===== config.mk =====
export PLATFORM = sky130hd
export DESIGN_NAME = div_unit
export DESIGN_NICKNAME = d
export VERILOG_FILES = /design/src/rtl/div_unit_pkg.sv /design/src/rtl/div_unit.sv
export SDC_FILE = /design/constraint.sdc
export NUM_CORES = 1
export LEC_CHECK = 0
export ABC_AREA = 1
export CORE_UTILIZATION = 26
export DETAILED_ROUTE_END_ITERATION = 10
export REMOVE_ABC_BUFFERS = 1
export SLEW_MARGIN = 20
export SYNTH_ARGS = -nofsm -noshare
export SYNTH_HDL_FRONTEND = slang
export SYNTH_SLANG_ARGS = --single-unit

===== constraint.sdc =====
create_clock -name clk -period 2.3 [get_ports clk]
set_input_delay 0.46 -clock clk [delete_from_list [all_inputs] [get_ports clk]]
set_output_delay 0.46 -clock clk [all_outputs]
set_load 0.02 [all_outputs]

===== src/rtl/div_unit_pkg.sv =====
// Shared types and constants for the iterative RV32M divider.
package div_unit_pkg;

  localparam int DATA_SIZE_DEF  = 32;
  localparam int DIV_ITERATIONS = 32;

  // funct3 bit positions used by the decoder; bit 2 carries no meaning here
  localparam int FUNCT_REM_BIT = 1;
  localparam int FUNCT_UNS_BIT = 0;

  typedef enum logic [1:0] {
    DIV_IDLE,
    DIV_CALC,
    DIV_FIX,
    DIV_DONE
  } div_state;

endpackage


===== src/rtl/div_unit.sv =====
// Radix-2 restoring divider for DIV/DIVU/REM/REMU, one quotient bit per cycle.
//
// state    | meaning
// DIV_IDLE | waiting for start_i, busy_o low
// DIV_CALC | one shift/subtract step per cycle, 32 steps MSB first
// DIV_FIX  | sign correction of quotient/remainder, result registered
// DIV_DONE | valid_o pulse, result_o holds the new value
module div_unit
  import div_unit_pkg::*;
#(
  parameter int DATA_SIZE = DATA_SIZE_DEF
) (
  input  logic                 clk,
  input  logic                 rst,
  input  logic                 start_i,
  input  logic [2:0]           funct_i,
  input  logic [DATA_SIZE-1:0] op_a_i,
  input  logic [DATA_SIZE-1:0] op_b_i,
  input  logic                 flush_i,
  output logic                 busy_o,
  output logic                 valid_o,
  output logic [DATA_SIZE-1:0] result_o
);

  localparam int CNT_W = $clog2(DIV_ITERATIONS);
  localparam logic [CNT_W-1:0] CNT_LAST = CNT_W'(DIV_ITERATIONS - 1);

  div_state             state_q;
  logic [CNT_W-1:0]     cnt_q;
  logic [DATA_SIZE-1:0] prem_q;
  logic [DATA_SIZE-1:0] quo_q;
  logic [DATA_SIZE-1:0] dsr_q;
  logic [DATA_SIZE-1:0] result_q;
  logic                 sign_a_q;
  logic                 sign_b_q;
  logic                 is_rem_q;
  logic                 is_uns_q;

  logic                 sign_a_d;
  logic                 sign_b_d;
  logic [DATA_SIZE-1:0] mag_a_d;
  logic [DATA_SIZE-1:0] mag_b_d;
  logic [DATA_SIZE:0]   shifted;
  logic [DATA_SIZE:0]   diff;
  logic                 q_bit;
  logic [DATA_SIZE-1:0] prem_d;
  logic [DATA_SIZE-1:0] quo_d;
  logic [DATA_SIZE-1:0] quo_fix;
  logic [DATA_SIZE-1:0] rem_fix;
  logic [DATA_SIZE-1:0] result_d;
  logic                 unused_funct;

  assign unused_funct = funct_i[2];

  // 0x80000000 negates to itself, which read as unsigned is the correct magnitude 2^31
  always_comb begin
    sign_a_d = ~funct_i[FUNCT_UNS_BIT] & op_a_i[DATA_SIZE-1];
    sign_b_d = ~funct_i[FUNCT_UNS_BIT] & op_b_i[DATA_SIZE-1];
    mag_a_d  = sign_a_d ? -op_a_i : op_a_i;
    mag_b_d  = sign_b_d ? -op_b_i : op_b_i;
  end

  // Dividend bits shift out of quo_q while quotient bits shift in from the bottom
  always_comb begin
    shifted = {prem_q, quo_q[DATA_SIZE-1]};
    diff    = shifted - {1'b0, dsr_q};
    q_bit   = ~diff[DATA_SIZE];
    prem_d  = q_bit ? diff[DATA_SIZE-1:0] : shifted[DATA_SIZE-1:0];
    quo_d   = {quo_q[DATA_SIZE-2:0], q_bit};
  end

  always_comb begin
    quo_fix  = (~is_uns_q & (sign_a_q ^ sign_b_q)) ? -quo_q : quo_q;
    rem_fix  = (~is_uns_q & sign_a_q) ? -prem_q : prem_q;
    result_d = is_rem_q ? rem_fix : quo_fix;
  end

  always_ff @(posedge clk) begin
    if (rst) begin
      state_q  <= DIV_IDLE;
      cnt_q    <= '0;
      prem_q   <= '0;
      quo_q    <= '0;
      dsr_q    <= '0;
      result_q <= '0;
      sign_a_q <= 1'b0;
      sign_b_q <= 1'b0;
      is_rem_q <= 1'b0;
      is_uns_q <= 1'b0;
    end else if (flush_i) begin
      state_q <= DIV_IDLE;
      cnt_q   <= '0;
    end else begin
      case (state_q)
        DIV_IDLE: begin
          if (start_i) begin
            cnt_q    <= '0;
            prem_q   <= '0;
            quo_q    <= mag_a_d;
            dsr_q    <= mag_b_d;
            sign_a_q <= sign_a_d;
            sign_b_q <= sign_b_d;
            is_rem_q <= funct_i[FUNCT_REM_BIT];
            is_uns_q <= funct_i[FUNCT_UNS_BIT];
            if (op_b_i == '0) begin
              result_q <= funct_i[FUNCT_REM_BIT] ? op_a_i : '1;
              state_q  <= DIV_DONE;
            end else begin
              state_q <= DIV_CALC;
            end
          end
        end
        DIV_CALC: begin
          prem_q <= prem_d;
          quo_q  <= quo_d;
          cnt_q  <= cnt_q + 1'b1;
          if (cnt_q == CNT_LAST) begin
            state_q <= DIV_FIX;
          end
        end
        DIV_FIX: begin
          result_q <= result_d;
          state_q  <= DIV_DONE;
        end
        DIV_DONE: begin
          state_q <= DIV_IDLE;
        end
        default: begin
          state_q <= DIV_IDLE;
        end
      endcase
    end
  end

  assign busy_o   = (state_q != DIV_IDLE);
  assign valid_o  = (state_q == DIV_DONE);
  assign result_o = result_q;

endmodule


==> flow_metrics.env, run 1 <==
export IMPL_crit_arrival_ns=2.71
export IMPL_synth_area_top_cells="dfxtp_1, nand2_1, nand3_1"
export IMPL_finalNetCount=2634
export IMPL_cts_sinks=139
export IMPL_clk_latency_ns=0.47
export IMPL_drive_gt1_share_pct=18.5
export IMPL_postPlaceCellArea_um2=16200
export IMPL_hp_class="in2reg"
export IMPL_fin_crit_ns=2.32
export IMPL_fmax_mhz=431
export IMPL_firstDrtPassIters=5
export IMPL_core_rowCount=81
export IMPL_dieArea_um2=50800
export IMPL_ant_nets=0
export IMPL_pre_cts_slack_ns=-0.446
export IMPL_antenna_found_initial=0
export IMPL_vdd_drop_max_mv=0.490
export IMPL_cp_required_ns=2.70
export IMPL_die_w_um=225
export IMPL_post_place_cells=3157
export IMPL_synth_commonest_cells="nand2_1, inv_1, nand3_1, nor2_1, a21oi_1"
export IMPL_grt_max_degree=56
export IMPL_final_period_utilization_pct=101
export IMPL_muxShareOfSynthArea_pct=0
export IMPL_via_per_inst=4.72
export IMPL_synth_ff_type="dfxtp_1"
export IMPL_instances_no_fill=3197
export IMPL_clockBufferDepth=2
export IMPL_outcome="finished with violations"
export IMPL_synth_edff_count=0
export IMPL_dieHeight_um=225
export IMPL_p_total_uw=8100
export IMPL_p_leak_uw=0.00816
export IMPL_dr_total_vias=15100
export IMPL_synth_adder_area_share_pct=4.20
export IMPL_yosysWarnings=0
export IMPL_clockRootBuffer="clkbuf_16"
export IMPL_startpoint_type="flop"
export IMPL_synth_yosys_seq_area_share_pct=21.4
export IMPL_synth_cells=2258
export IMPL_diodes=0
export IMPL_yosysUniqueCellTypes=47
export IMPL_wirelength_um=48000
export IMPL_drtIter0Drc=1209
export IMPL_syn_area_um2=13000
export IMPL_synth_most_common_cell="nand2_1"
export IMPL_syn_to_final_growth_pct=34.2
export IMPL_worst_slew_pin_slew_ns=0.566
export IMPL_cts_tree="done"
export IMPL_setup_viol=4
export IMPL_cts_buffers_inserted=17
export IMPL_max_cap_violations=0
export IMPL_portBuffers=103
export IMPL_violations="setup timing"
export IMPL_htreeDepth=4
export IMPL_postLayoutCellArea_um2=17400
export IMPL_first_global_vias=13900
export IMPL_utilization_pct=35.5
export IMPL_gr_total_overflow=0
export IMPL_gp_congestion=0.979
export IMPL_path_class="reg2reg"
export IMPL_synth_xor_xnor_area_share_pct=2.50
export IMPL_ys_seq_elements=139
export IMPL_syn_mean_instance_area_um2=5.75
export IMPL_wl_per_cell_um=15.0
export IMPL_start_util_pct=26.5
export IMPL_maxSlewViolCount=0
export IMPL_fp_coreArea_um2=49100
export IMPL_timing_final_ws_setup_ns=-0.0187
export IMPL_synth_top_family_by_area="simple AND/OR/NAND/NOR gates"
export IMPL_seq_area_um2=2790
export IMPL_finalHoldViolCount=0
export IMPL_synth_top_cell_area_share_pct=21.4
export IMPL_skew_ns=0.00819
export IMPL_clkTransAtPathRegs_ns=0.06
export IMPL_yosys_area_top_type="dfxtp_1"
export IMPL_grt_pass1_wl_um=75100
export IMPL_max_slew_margin_pct=62.2
export IMPL_worstPathMaxFanout=8
export IMPL_fill_cells=5415
export IMPL_io_pins=105
export IMPL_multiInputGateArea_um2=9060
export IMPL_synth_compound_area_share_pct=17.1
export IMPL_remaining_drc_errors=0
export IMPL_power_density_nw_per_um2=465
export IMPL_rsz0062_at_grt="yes"
export IMPL_grt_usage_pct=18.8
export IMPL_critPathCaptureType="flop"
export IMPL_async_flop_share_pct=0
export IMPL_synth_simple_area_share_pct=42.4
export IMPL_place_hpwl_um=37800
## path summary, 6_finish.rpt
| kind | from | end | slack (ns) | cells after the start |
|---|---|---|---|---|
| hold / removal | rst | result_o[5] | 0.24 | 2 |
| hold reg to reg | result_o[18] | result_o[18] | 0.47 | 2 |
| setup reg to reg | quo_q[31] | prem_q[26] | -0.02 | 17 |
| setup / recovery | quo_q[31] | prem_q[26] | -0.02 | 17 |
## cell families after synthesis
group	after synthesis
AND/OR/NAND/NOR	1238
buffers and inverters	405
AO/OA/AOI/OAI	396
flip-flops	139
adder cells (fa/ha/maj)	43
XOR/XNOR	37
## sequential cells by signal, indices dropped and copies added, names as in the netlist
name / count
sign_a_q: 1
is_uns_q: 1
prem_q: 32
is_rem_q: 1
quo_q: 32
sign_b_q: 1
dsr_q: 32
cnt_q: 5
state_q: 2
result_o: 32
## layer usage
| layer | global-route usage [%] | part of all wire (%) |
|---|---|---|
| met1 | 26.0 | 48 |
| met2 | 29.9 | 44 |
| met3 | 2.76 | 5.7 |
| met4 | 6.03 | 2.3 |
| met5 | 0 | 0 |
## final cells by class
| class | instances | area share, % |
|---|---|---|
| Timing Repair Buffer | 322 | 16.9 |
| Tap cell | 664 | 4.77 |
| Multi-Input combinational cell | 1715 | 52.0 |
| Clock inverter | 11 | 0.632 |
| Clock buffer | 21 | 2.70 |
| Inverter | 325 | 7.01 |
| Sequential cell | 139 | 16.0 |
## worst max-delay path, stage by stage (launching register included)
cell,delay (ns)
dfxtp_2,0.36
inv_4,0.05
ha_4,0.18
fa_2,0.40
inv_2,0.08
nand2_2,0.05
nand2_2,0.06
nand3_2,0.08
nand2_2,0.11
nand2_4,0.06
nand2_4,0.07
nand2_4,0.07
nand2_4,0.10
nand2_8,0.10
clkbuf_16,0.19
nand3_1,0.09
nand3_2,0.08
a21oi_2,0.12
## metrics by stage
| step | hold WS [ns] | setup TNS (ns) |
|---|---|---|
| 3_5_place_dp | 0.459 | -21.26 |
| 2_1_floorplan | 0.439 | -70.38 |
| 3_3_place_gp | 0.456 | -18.54 |
| 6_report | 0.239 | -0.0298 |
| 4_1_cts | 0.233 | 0 |
| 5_1_grt | 0.241 | -1.69 |
## cells in the final DEF (no fill, tap or decap), drive strengths merged, types with 2 or more instances in the layout
master / synthesis / final
nand3b: 13 / 13
nand3: 257 / 257
clkinv: 2 / 2
o21bai: 6 / 6
xor2: 28 / 28
dfxtp: 139 / 139
buf: 33 / 217
o221ai: 8 / 8
xnor2: 9 / 9
ha: 42 / 42
and2: 7 / 7
nand2: 693 / 694
o211ai: 26 / 26
o21ai: 131 / 131
nand4: 28 / 28
clkbuf: 47 / 24
clkdlybuf4s50: 0 / 99
nor4: 3 / 3
or2: 3 / 3
inv: 323 / 327
o31ai: 3 / 3
a211oi: 4 / 4
nor3: 25 / 25
a21oi: 215 / 215
clkinvlp: 0 / 6
nor2: 208 / 208
dlymetal6s2s: 0 / 2
## repair_timing
| action | 4_1_cts | 5_1_grt |
|---|---|---|
| endpoints found under the setup margin | 34 | 66 |
| hold endpoints to repair | 0 | 0 |
| cloned | 0 | 4 |
| hold buffers | 0 | 0 |
| gates resized for setup | 13 | 112 |
| pin swaps | 2 | 25 |
| setup buffers | 0 | 4 |
## power breakdown
| part | internal (µW) | total (µW) | switching (µW) |
|---|---|---|---|
| registers | 2510 | 2590 | 84.3 |
| clock network | 1580 | 2840 | 1250 |
| logic | 1010 | 2670 | 1660 |
No activity file was read; power rests on OpenSTA's default activity.
==> run 2, diff against run 1 <==
Settings changed: CAP_MARGIN set to 20, CTS_CLUSTER_DIAMETER set to 40.
==> results of run 2 <==
Same layout as run 1: the final DEF is identical, and so are final timing and power.
